$ cat src/rtl/branch_predictor.sv
// Direct-mapped branch target buffer with 2-bit saturating counters.
// Fetch lookup is combinational; execute-stage resolution updates the table,
// raises a registered flush/redirect on mispredict and counts branches/misses.
module branch_predictor #(
  parameter int unsigned IDX_W = 4
) (
  input  logic        clk,
  input  logic        rst,
  input  logic [31:0] if_pc,
  input  logic [31:0] if_inst,
  output logic        pred_taken,
  output logic [31:0] pred_target,
  input  logic        ex_valid,
  input  logic [31:0] ex_pc,
  input  logic [31:0] ex_inst,
  input  logic        ex_jump,
  input  logic [31:0] ex_target,
  input  logic        ex_pred_taken,
  input  logic [31:0] ex_pred_target,
  output logic        flush,
  output logic [31:0] redirect_pc,
  output logic [15:0] br_cnt,
  output logic [15:0] miss_cnt
);

  localparam int unsigned ENTRIES = 1 << IDX_W;
  localparam int unsigned TAG_W   = 30 - IDX_W;
  localparam int unsigned CNT_W   = 16;

  localparam logic [6:0] OP_BRANCH = 7'b1100011;
  localparam logic [6:0] OP_JAL    = 7'b1101111;
  localparam logic [6:0] OP_JALR   = 7'b1100111;

  localparam logic [1:0] CTR_RESET = 2'b01;
  localparam logic [1:0] CTR_ALLOC = 2'b10;
  localparam logic [1:0] CTR_MAX   = 2'b11;
  localparam logic [1:0] CTR_MIN   = 2'b00;

  // Table storage: valid/ctr are reset, tag/target are plain storage
  logic              valid_q [ENTRIES];
  logic [TAG_W-1:0]  tag_q   [ENTRIES];
  logic [31:0]       tgt_q   [ENTRIES];
  logic [1:0]        ctr_q   [ENTRIES];

  logic              flush_q,    flush_d;
  logic [31:0]       redir_q,    redir_d;
  logic [CNT_W-1:0]  br_cnt_q,   br_cnt_d;
  logic [CNT_W-1:0]  miss_cnt_q, miss_cnt_d;

  // Fetch-side decode
  logic [IDX_W-1:0]  if_idx;
  logic [TAG_W-1:0]  if_tag;
  logic              if_is_br;
  logic              if_is_jal;
  logic              if_hit;

  // Execute-side decode
  logic [IDX_W-1:0]  ex_idx;
  logic [TAG_W-1:0]  ex_tag;
  logic              ex_is_br;
  logic              ex_is_jal;
  logic              ex_is_jalr;
  logic              ex_hit;
  logic              mispredict;

  // Single-entry write port
  logic              wr_en;
  logic              ent_valid_d;
  logic [TAG_W-1:0]  ent_tag_d;
  logic [31:0]       ent_tgt_d;
  logic [1:0]        ent_ctr_d;

  // Instruction fields above the opcode are not needed for prediction
  logic unused_inst_bits;
  assign unused_inst_bits = ^{if_inst[31:7], ex_inst[31:7]};

  assign if_idx    = if_pc[IDX_W+1:2];
  assign if_tag    = if_pc[31:IDX_W+2];
  assign if_is_br  = (if_inst[6:0] == OP_BRANCH);
  assign if_is_jal = (if_inst[6:0] == OP_JAL);
  assign if_hit    = valid_q[if_idx] && (tag_q[if_idx] == if_tag);

  assign ex_idx     = ex_pc[IDX_W+1:2];
  assign ex_tag     = ex_pc[31:IDX_W+2];
  assign ex_is_br   = (ex_inst[6:0] == OP_BRANCH);
  assign ex_is_jal  = (ex_inst[6:0] == OP_JAL);
  assign ex_is_jalr = (ex_inst[6:0] == OP_JALR);
  assign ex_hit     = valid_q[ex_idx] && (tag_q[ex_idx] == ex_tag);

  // Fetch prediction from pre-update table contents
  always_comb begin
    pred_taken  = 1'b0;
    pred_target = if_pc + 32'd4;
    if (if_hit && (if_is_jal || (if_is_br && ctr_q[if_idx][1]))) begin
      pred_taken  = 1'b1;
      pred_target = tgt_q[if_idx];
    end
  end

  // Mispredict: wrong direction, or taken with the wrong target
  assign mispredict = ex_valid &&
                      ((ex_jump != ex_pred_taken) ||
                       (ex_jump && ex_pred_taken && (ex_pred_target != ex_target)));

  // Table update for the resolving instruction (JALR never touches the table)
  always_comb begin
    wr_en       = 1'b0;
    ent_valid_d = valid_q[ex_idx];
    ent_tag_d   = tag_q[ex_idx];
    ent_tgt_d   = tgt_q[ex_idx];
    ent_ctr_d   = ctr_q[ex_idx];
    if (ex_valid && (ex_is_br || ex_is_jal)) begin
      if (ex_hit) begin
        wr_en = 1'b1;
        if (ex_jump) begin
          ent_tgt_d = ex_target;
          if (ctr_q[ex_idx] != CTR_MAX) begin
            ent_ctr_d = ctr_q[ex_idx] + 2'd1;
          end
        end else if (ctr_q[ex_idx] != CTR_MIN) begin
          ent_ctr_d = ctr_q[ex_idx] - 2'd1;
        end
      end else if (ex_jump) begin
        wr_en       = 1'b1;
        ent_valid_d = 1'b1;
        ent_tag_d   = ex_tag;
        ent_tgt_d   = ex_target;
        ent_ctr_d   = CTR_ALLOC;
      end
    end
  end

  // Flush/redirect and saturating statistics counters
  always_comb begin
    flush_d    = mispredict;
    redir_d    = redir_q;
    br_cnt_d   = br_cnt_q;
    miss_cnt_d = miss_cnt_q;
    if (mispredict) begin
      redir_d = ex_jump ? ex_target : (ex_pc + 32'd4);
    end
    if (ex_valid && (ex_is_br || ex_is_jal || ex_is_jalr) && (br_cnt_q != '1)) begin
      br_cnt_d = br_cnt_q + CNT_W'(1);
    end
    if (mispredict && (miss_cnt_q != '1)) begin
      miss_cnt_d = miss_cnt_q + CNT_W'(1);
    end
  end

  // Valid bits and counters: cleared/initialised by reset
  always_ff @(posedge clk) begin
    if (rst) begin
      for (int unsigned i = 0; i < ENTRIES; i++) begin
        valid_q[i] <= 1'b0;
        ctr_q[i]   <= CTR_RESET;
      end
    end else if (wr_en) begin
      valid_q[ex_idx] <= ent_valid_d;
      ctr_q[ex_idx]   <= ent_ctr_d;
    end
  end

  // Tag and target storage: only written outside reset
  always_ff @(posedge clk) begin
    if (!rst && wr_en) begin
      tag_q[ex_idx] <= ent_tag_d;
      tgt_q[ex_idx] <= ent_tgt_d;
    end
  end

  // Control and statistics registers
  always_ff @(posedge clk) begin
    if (rst) begin
      flush_q    <= 1'b0;
      redir_q    <= 32'd0;
      br_cnt_q   <= '0;
      miss_cnt_q <= '0;
    end else begin
      flush_q    <= flush_d;
      redir_q    <= redir_d;
      br_cnt_q   <= br_cnt_d;
      miss_cnt_q <= miss_cnt_d;
    end
  end

  assign flush       = flush_q;
  assign redirect_pc = redir_q;
  assign br_cnt      = br_cnt_q;
  assign miss_cnt    = miss_cnt_q;

endmodule

$ cat config.mk
export PLATFORM = sky130hd
export DESIGN_NAME = branch_predictor
export DESIGN_NICKNAME = d
export VERILOG_FILES = /design/src/rtl/branch_predictor.sv
export SDC_FILE = /design/constraint.sdc
export NUM_CORES = 2
export LEC_CHECK = 0
export CORE_MARGIN = 2
export CORE_UTILIZATION = 55
export DETAILED_ROUTE_END_ITERATION = 8
export PLACE_DENSITY = 0.82
export SLEW_MARGIN = 20
export SYNTH_ARGS = -nofsm -noshare
export SYNTH_HDL_FRONTEND = slang
export SYNTH_SLANG_ARGS = --single-unit
$ cat constraint.sdc
create_clock -name clk -period 9.5 [get_ports clk]
set_input_delay 1.9 -clock clk [delete_from_list [all_inputs] [get_ports clk]]
set_output_delay 1.9 -clock clk [all_outputs]
set_load 0.02 [all_outputs]
* Word level (Yosys, flattened, before mapping)
Memories as Yosys holds them, arrays and structs flattened.
Index checks and enable logic that the tools add are counted.
** Operators by class
- Multipliers :: 0
- Equal/unequal tests :: 14
- Divide/modulo/power cells :: 0
- Magnitude comparators :: 0
- Bitwise gates (word level) :: 0
- $add $sub $neg :: 6
- Shift operators :: 0
- Reductions and logical operators :: 21
- Mux-type cells :: 33
** Operator list (number)
- 32-bit two-way mux :: 4
- 26-bit two-way mux :: 3
- 32-bit by 3-bit adder with 32-bit output, second input constant :: 2
- 26-bit equality test :: 2
- 7-bit equality test, second input constant :: 5
- 16-bit by 1-bit adder with 16-bit output, second input constant :: 2
- 16-bit != test, second input constant :: 2
- 32-bit != test :: 1
- 1-bit two-way mux :: 17
- 2-bit two-way mux :: 7
- 1-bit logical AND :: 12
- 4-bit two-way mux :: 2
- 1-bit logical OR :: 4
- 2-bit != test, second input constant :: 2
- 3-bit AND reduction :: 1
- 2-bit by 1-bit adder with 2-bit output, second input constant :: 1
- 2-bit nonzero test :: 1
- 2-bit OR reduction :: 1
- 2-bit by 1-bit subtractor with 2-bit output, second input constant :: 1
- 1-bit logical NOT :: 1
- 1-bit != test :: 1
- 1-bit != test, second input constant :: 1
- 1-bit OR reduction :: 1
** Word-level totals
- Bits in latches :: 0
- Word-level logic and storage cells :: 82
- Flip-flop bits (word level) :: 65
- Memory bits (read-only) :: 0
- Input bits :: 197
- Memories kept :: 4
- RAM bits :: 976
** Memory list
- tgt_q :: depth 16, width 32, rd ports 1, clocked after memory_dff 0, write ports 1, RTL line 42 : logic [31:0] tgt_q [ENTRIES];
- tag_q :: depth 16, width 26, rd ports 2, clocked after memory_dff 0, write ports 1, RTL line 41 : logic [TAG_W-1:0] tag_q [ENTRIES];
- ctr_q :: depth 16, width 2, rd ports 2, clocked after memory_dff 0, write ports 16, RTL line 43 : logic [1:0] ctr_q [ENTRIES];
- valid_q :: depth 16, width 1, rd ports 2, clocked after memory_dff 0, write ports 16, RTL line 40 : logic valid_q [ENTRIES];

* Depth between registers and ports, before layout
An unclocked memory read counts as a cell.
- Depth after elaboration :: 10
- Depth in mapped cells :: 15

* Worst setup path before layout
Ideal clock, no wire load.
- Path type :: input -> output
- Start point :: input if_pc[3]
- End point :: output pred_taken
- Buffers on the path :: 3
- Arrival :: 5.463 ns
- Cell stages on the path :: 9
- Required time :: 7.600 ns
- Setup slack :: 2.137 ns
- Cell sequence :: clkbuf_1 > buf_2 > clkbuf_1 > mux4_2 > mux4_2 > xor2_1 > or4_1 > or4_1 > nor4_1
** Between the ends
- Longest elaborated chain between the ends :: 5
- Elaborated cells between the ends (all ways) :: 9
- Those cells by class :: 1 x eq/ne; 1 x mux; 4 x reduce/logical; 3 x memory
** RTL lines
- start: declaration :: RTL line 9 : input logic [31:0] if_pc,
- memory 16 x 26 bit or memory 16 x 2 bit (tied branches)
- 26-bit equality test or 1-bit logical AND (tied branches) :: RTL line 81, 94
- 1-bit logical AND or 1-bit logical OR (tied branches) :: RTL line 81, 94
- 1-bit logical AND (*) :: RTL line 94 : if (if_hit && (if_is_jal || (if_is_br && ctr_q[if_idx][1]))) begin
- 1-bit two-way mux (*) :: RTL line 94
- end: declaration :: RTL line 11 : output logic pred_taken,
Mark *: on every way between the ends. The rest lies on a longest branch, timed or not.

* Worst setup path after layout
- Start point :: input if_pc[3]
- End point :: output pred_target[22]
** Between the ends
- Longest elaborated chain between the ends :: 5
- Elaborated cells between the ends (all ways) :: 11
- Those cells by class :: 1 x add/sub; 1 x eq/ne; 1 x mux; 4 x reduce/logical; 4 x memory
** RTL lines
- memory 16 x 26 bit or memory 16 x 2 bit (tied branches)
- 26-bit equality test or 1-bit logical AND (tied branches) :: RTL line 81, 94
- 1-bit logical AND or 1-bit logical OR (tied branches) :: RTL line 81, 94
- 1-bit logical AND :: RTL line 94
- 32-bit two-way mux (*) :: RTL line 94
- end: declaration :: RTL line 12 : output logic [31:0] pred_target,
Marks and branches as above.

==> results.md <==
- Status: complete, no violations
- Clk_lat worst skew: 0.70 ns
- Per-cell routed wire length: 33.25 um
- Post-layout util: 0.6410
- Drt drc: 0
- Largest net degree at the start of global routing: 108
- Vias: 29272
- Num rows: 107
- Core region area: 85280 sq um
- Synth Flop Type: edfxtp_1
- Global-route wire length before repair: 200500 um
- Switching portion of total power: 0.2295
- Number of fill cells: 5539
- Setup CP Type: in2out
- Antenna violations before repair: 14
- Yosys warning count: 0
- PD cells: 183.7 nW/um^2
- Root Buffer: clkbuf_16
- Final critical-path required period: 8.409 ns
- Maximum clock rate: 118.9 MHz
- Count of final max-slew check failures: 0
- Final setup viols: 0
- Grt total ovfl: 0
- Yosys reg bits: 1041
- Vias in the first global route: 29402
- Routed Antenna Nets: 0
- Full die area: 88500 sq um
- Post-cts sizing count: 0
- Clk pwr share: 0.406
- RSZ-0062 raised after global routing: false
- Clock Skew: 0.04028 ns
- Via density: 7.005
- Syn_nets: 2905
- Cell Area, Synth: 47370 sq um
- Slew margin rel.: 0.2242
- Worst hold endpoint: redirect_pc[1]
- Static leakage power: 0.01737 uW
- H-tree depth: 3
- TNS Setup: 0 ns
- Sequential share of the synthesized area: 0.6461
- Commonest non-fill, non-tap cell in the layout: edfxtp_1
- Min-delay src: redirect_pc[1]
- Die X: 297.5 um
- Cell internal pwr: 7736 uW
- Peak VDD IR: 0.1570 mV
- Synth-to-Final Area Change: 15.39%
- Gr usage total: 0.3124
- Switch Pwr: 2304 uW
- CTS hold repair buffers: 0
- Share of layout cells above drive strength 1: 0.2429
- Slew at the pin with the worst max-slew slack: 1.163 ns
- Port Buffers: 244
- Initial Util: 0.5555
- Crit path required time: 7.60 ns
- Asr flop ratio synth: 0
- Top Ports: 295
- Reg2Reg Setup Slack: 4.48 ns
- Startpoint types: primary input
- HP Class: reg2reg
- Post-synthesis area per instance: 17.55 sq um
- CP Capture Type: primary output
- Yosys cell types: 65
- Worst EP arrival: 6.51 ns
- Clk slew on worst S/H paths: 0.06 ns
- Max_cap viols: 0
- Postcts setup bufs: 0
- Number of iterations in the first detailed-routing pass: 8
- Worst r2r dst: tag_q[0][24]
- Final Hold Viols: 0
- Hold path depth: 2
- Part of the cycle the worst path needs: 0.8851
- Syn Inst Count: 2700
- Initial DRC count: 4495
- Routability cong.: 0.9187
- Comb power frac: 0.089
- Die H: 297.5 um
- CTS tree: built
- Number of synthesized flops with an enable pin: 976
- Total wire length: 138900 um
- Reg2reg path depth: 10
- TritonCTS Buffers: 101
- Crit Reg-Reg Startpoint: tag_q[7][25]
- Register area: 30610 sq um
- Most frequent cells in the layout: edfxtp_1 (976), mux4_2 (377), clkdlybuf4s50_1 (234)
- CTS Buffer Depth: 3
- Crit path max fanout: 107
- Nets@finish: 3151
- Reg power frac: 0.505
- Hpwl dp: 85290 um
- Multi-input combinational cell area: 16120 sq um
- Clock sink total: 1041
## per-stage QoR
| step | total power, uW | std cells | hold slack, ns | instance area, sq um | worst slack [ns] |
|---|---|---|---|---|---|
| 6_report | 10040 | 4179 | 0.4940 | 54660 | 1.091 |
| 2_1_floorplan | 5684 | 2700 | 0.5698 | 47370 | 2.137 |
| 3_3_place_gp | 6009 | 3987 | 0.4707 | 51270 | 1.295 |
| 4_1_cts | 10040 | 4174 | 0.4956 | 54640 | 1.164 |
| 3_5_place_dp | 6038 | 3987 | 0.4832 | 51270 | 1.253 |
| 5_1_grt | 10270 | 4178 | 0.5299 | 54660 | 1.021 |
## synth_stat cells (all sizes together), types with 11 or more instances
cell type,n,area share
xor2,46,0.0085
a21oi,48,0.0051
nor4,24,0.0035
o21bai,16,0.0025
nor2,171,0.014
mux2i,126,0.027
a31oi,11,0.0015
dfxtp,65,0.027
nand2,134,0.011
nand3,34,0.0036
a22oi,25,0.0040
xnor2,127,0.023
nor3,18,0.0019
inv,23,0.0018
nor2b,17,0.0022
o21ai,42,0.0045
nand4,49,0.0065
mux4,377,0.18
clkbuf,85,0.0068
and3,16,0.0021
edfxtp,976,0.62
buf,92,0.011
mux2,69,0.016
## final cells by class
cell class                      count  area share
Timing Repair Buffer              320     0.05539
Tap cell                         1144     0.02618
Clock buffer                      123     0.04868
Antenna cell                        5   0.0002289
Inverter                           23    0.001579
Sequential cell                  1041      0.5599
Multi-Input combinational cell   1459      0.2950
Clock inverter                     64     0.01302
## worst max path at each step
stage / from / endpoint
after floorplan: if_pc[3] / pred_taken
after global placement: if_pc[3] / pred_target[22]
after detailed placement: if_pc[3] / pred_target[29]
after CTS: if_pc[3] / pred_target[22]
after global routing: if_pc[2] / pred_taken
final: if_pc[3] / pred_target[22]
## power groups by stage
stage	Combinational [uW]	Sequential (uW)	Clock [uW]
2_1_floorplan	508	5180	0
3_3_place_gp	841	5170	0
3_5_place_dp	867	5170	0
4_1_cts	875	5070	4090
5_1_grt	930	5070	4270
6_report	892	5070	4080
## metal layers
| metal | vias to the layer above | share of wire | GRT usage |
|---|---|---|---|
| met5 | - | 0.00076 | 0 |
| met4 | 18 | 0.052 | 0.1467 |
| met3 | 470 | 0.14 | 0.09706 |
| met2 | 2510 | 0.48 | 0.4918 |
| met1 | 14835 | 0.33 | 0.3991 |
| li1 | 11439 | - | - |
## sequential cells by signal, summed over array words and instances (netlist names)
signal,flops
tgt_q,512
tag_q,416
ctr_q,32
redirect_pc,32
br_cnt,16
miss_cnt,16
valid_q,16
flush,1
## critical path, stage by stage
cell,delay [ns]
buf_8,0.65
buf_4,0.55
buf_4,0.68
buf_4,0.70
mux4_2,0.43
mux4_2,0.50
mux2_2,0.32
clkdlybuf4s50_1,0.55
## cells by family after synthesis
logic type,share of synthesized area
buffers and inverters,0.01931
xor gates and xnor gates,0.03198
and+or+nand+nor,0.05224
adders and majority gates,0.002324
AOI/OAI and AO/OA,0.02575
DFF,0.6461
muxes,0.2223
(Power assumes the default switching activity.)
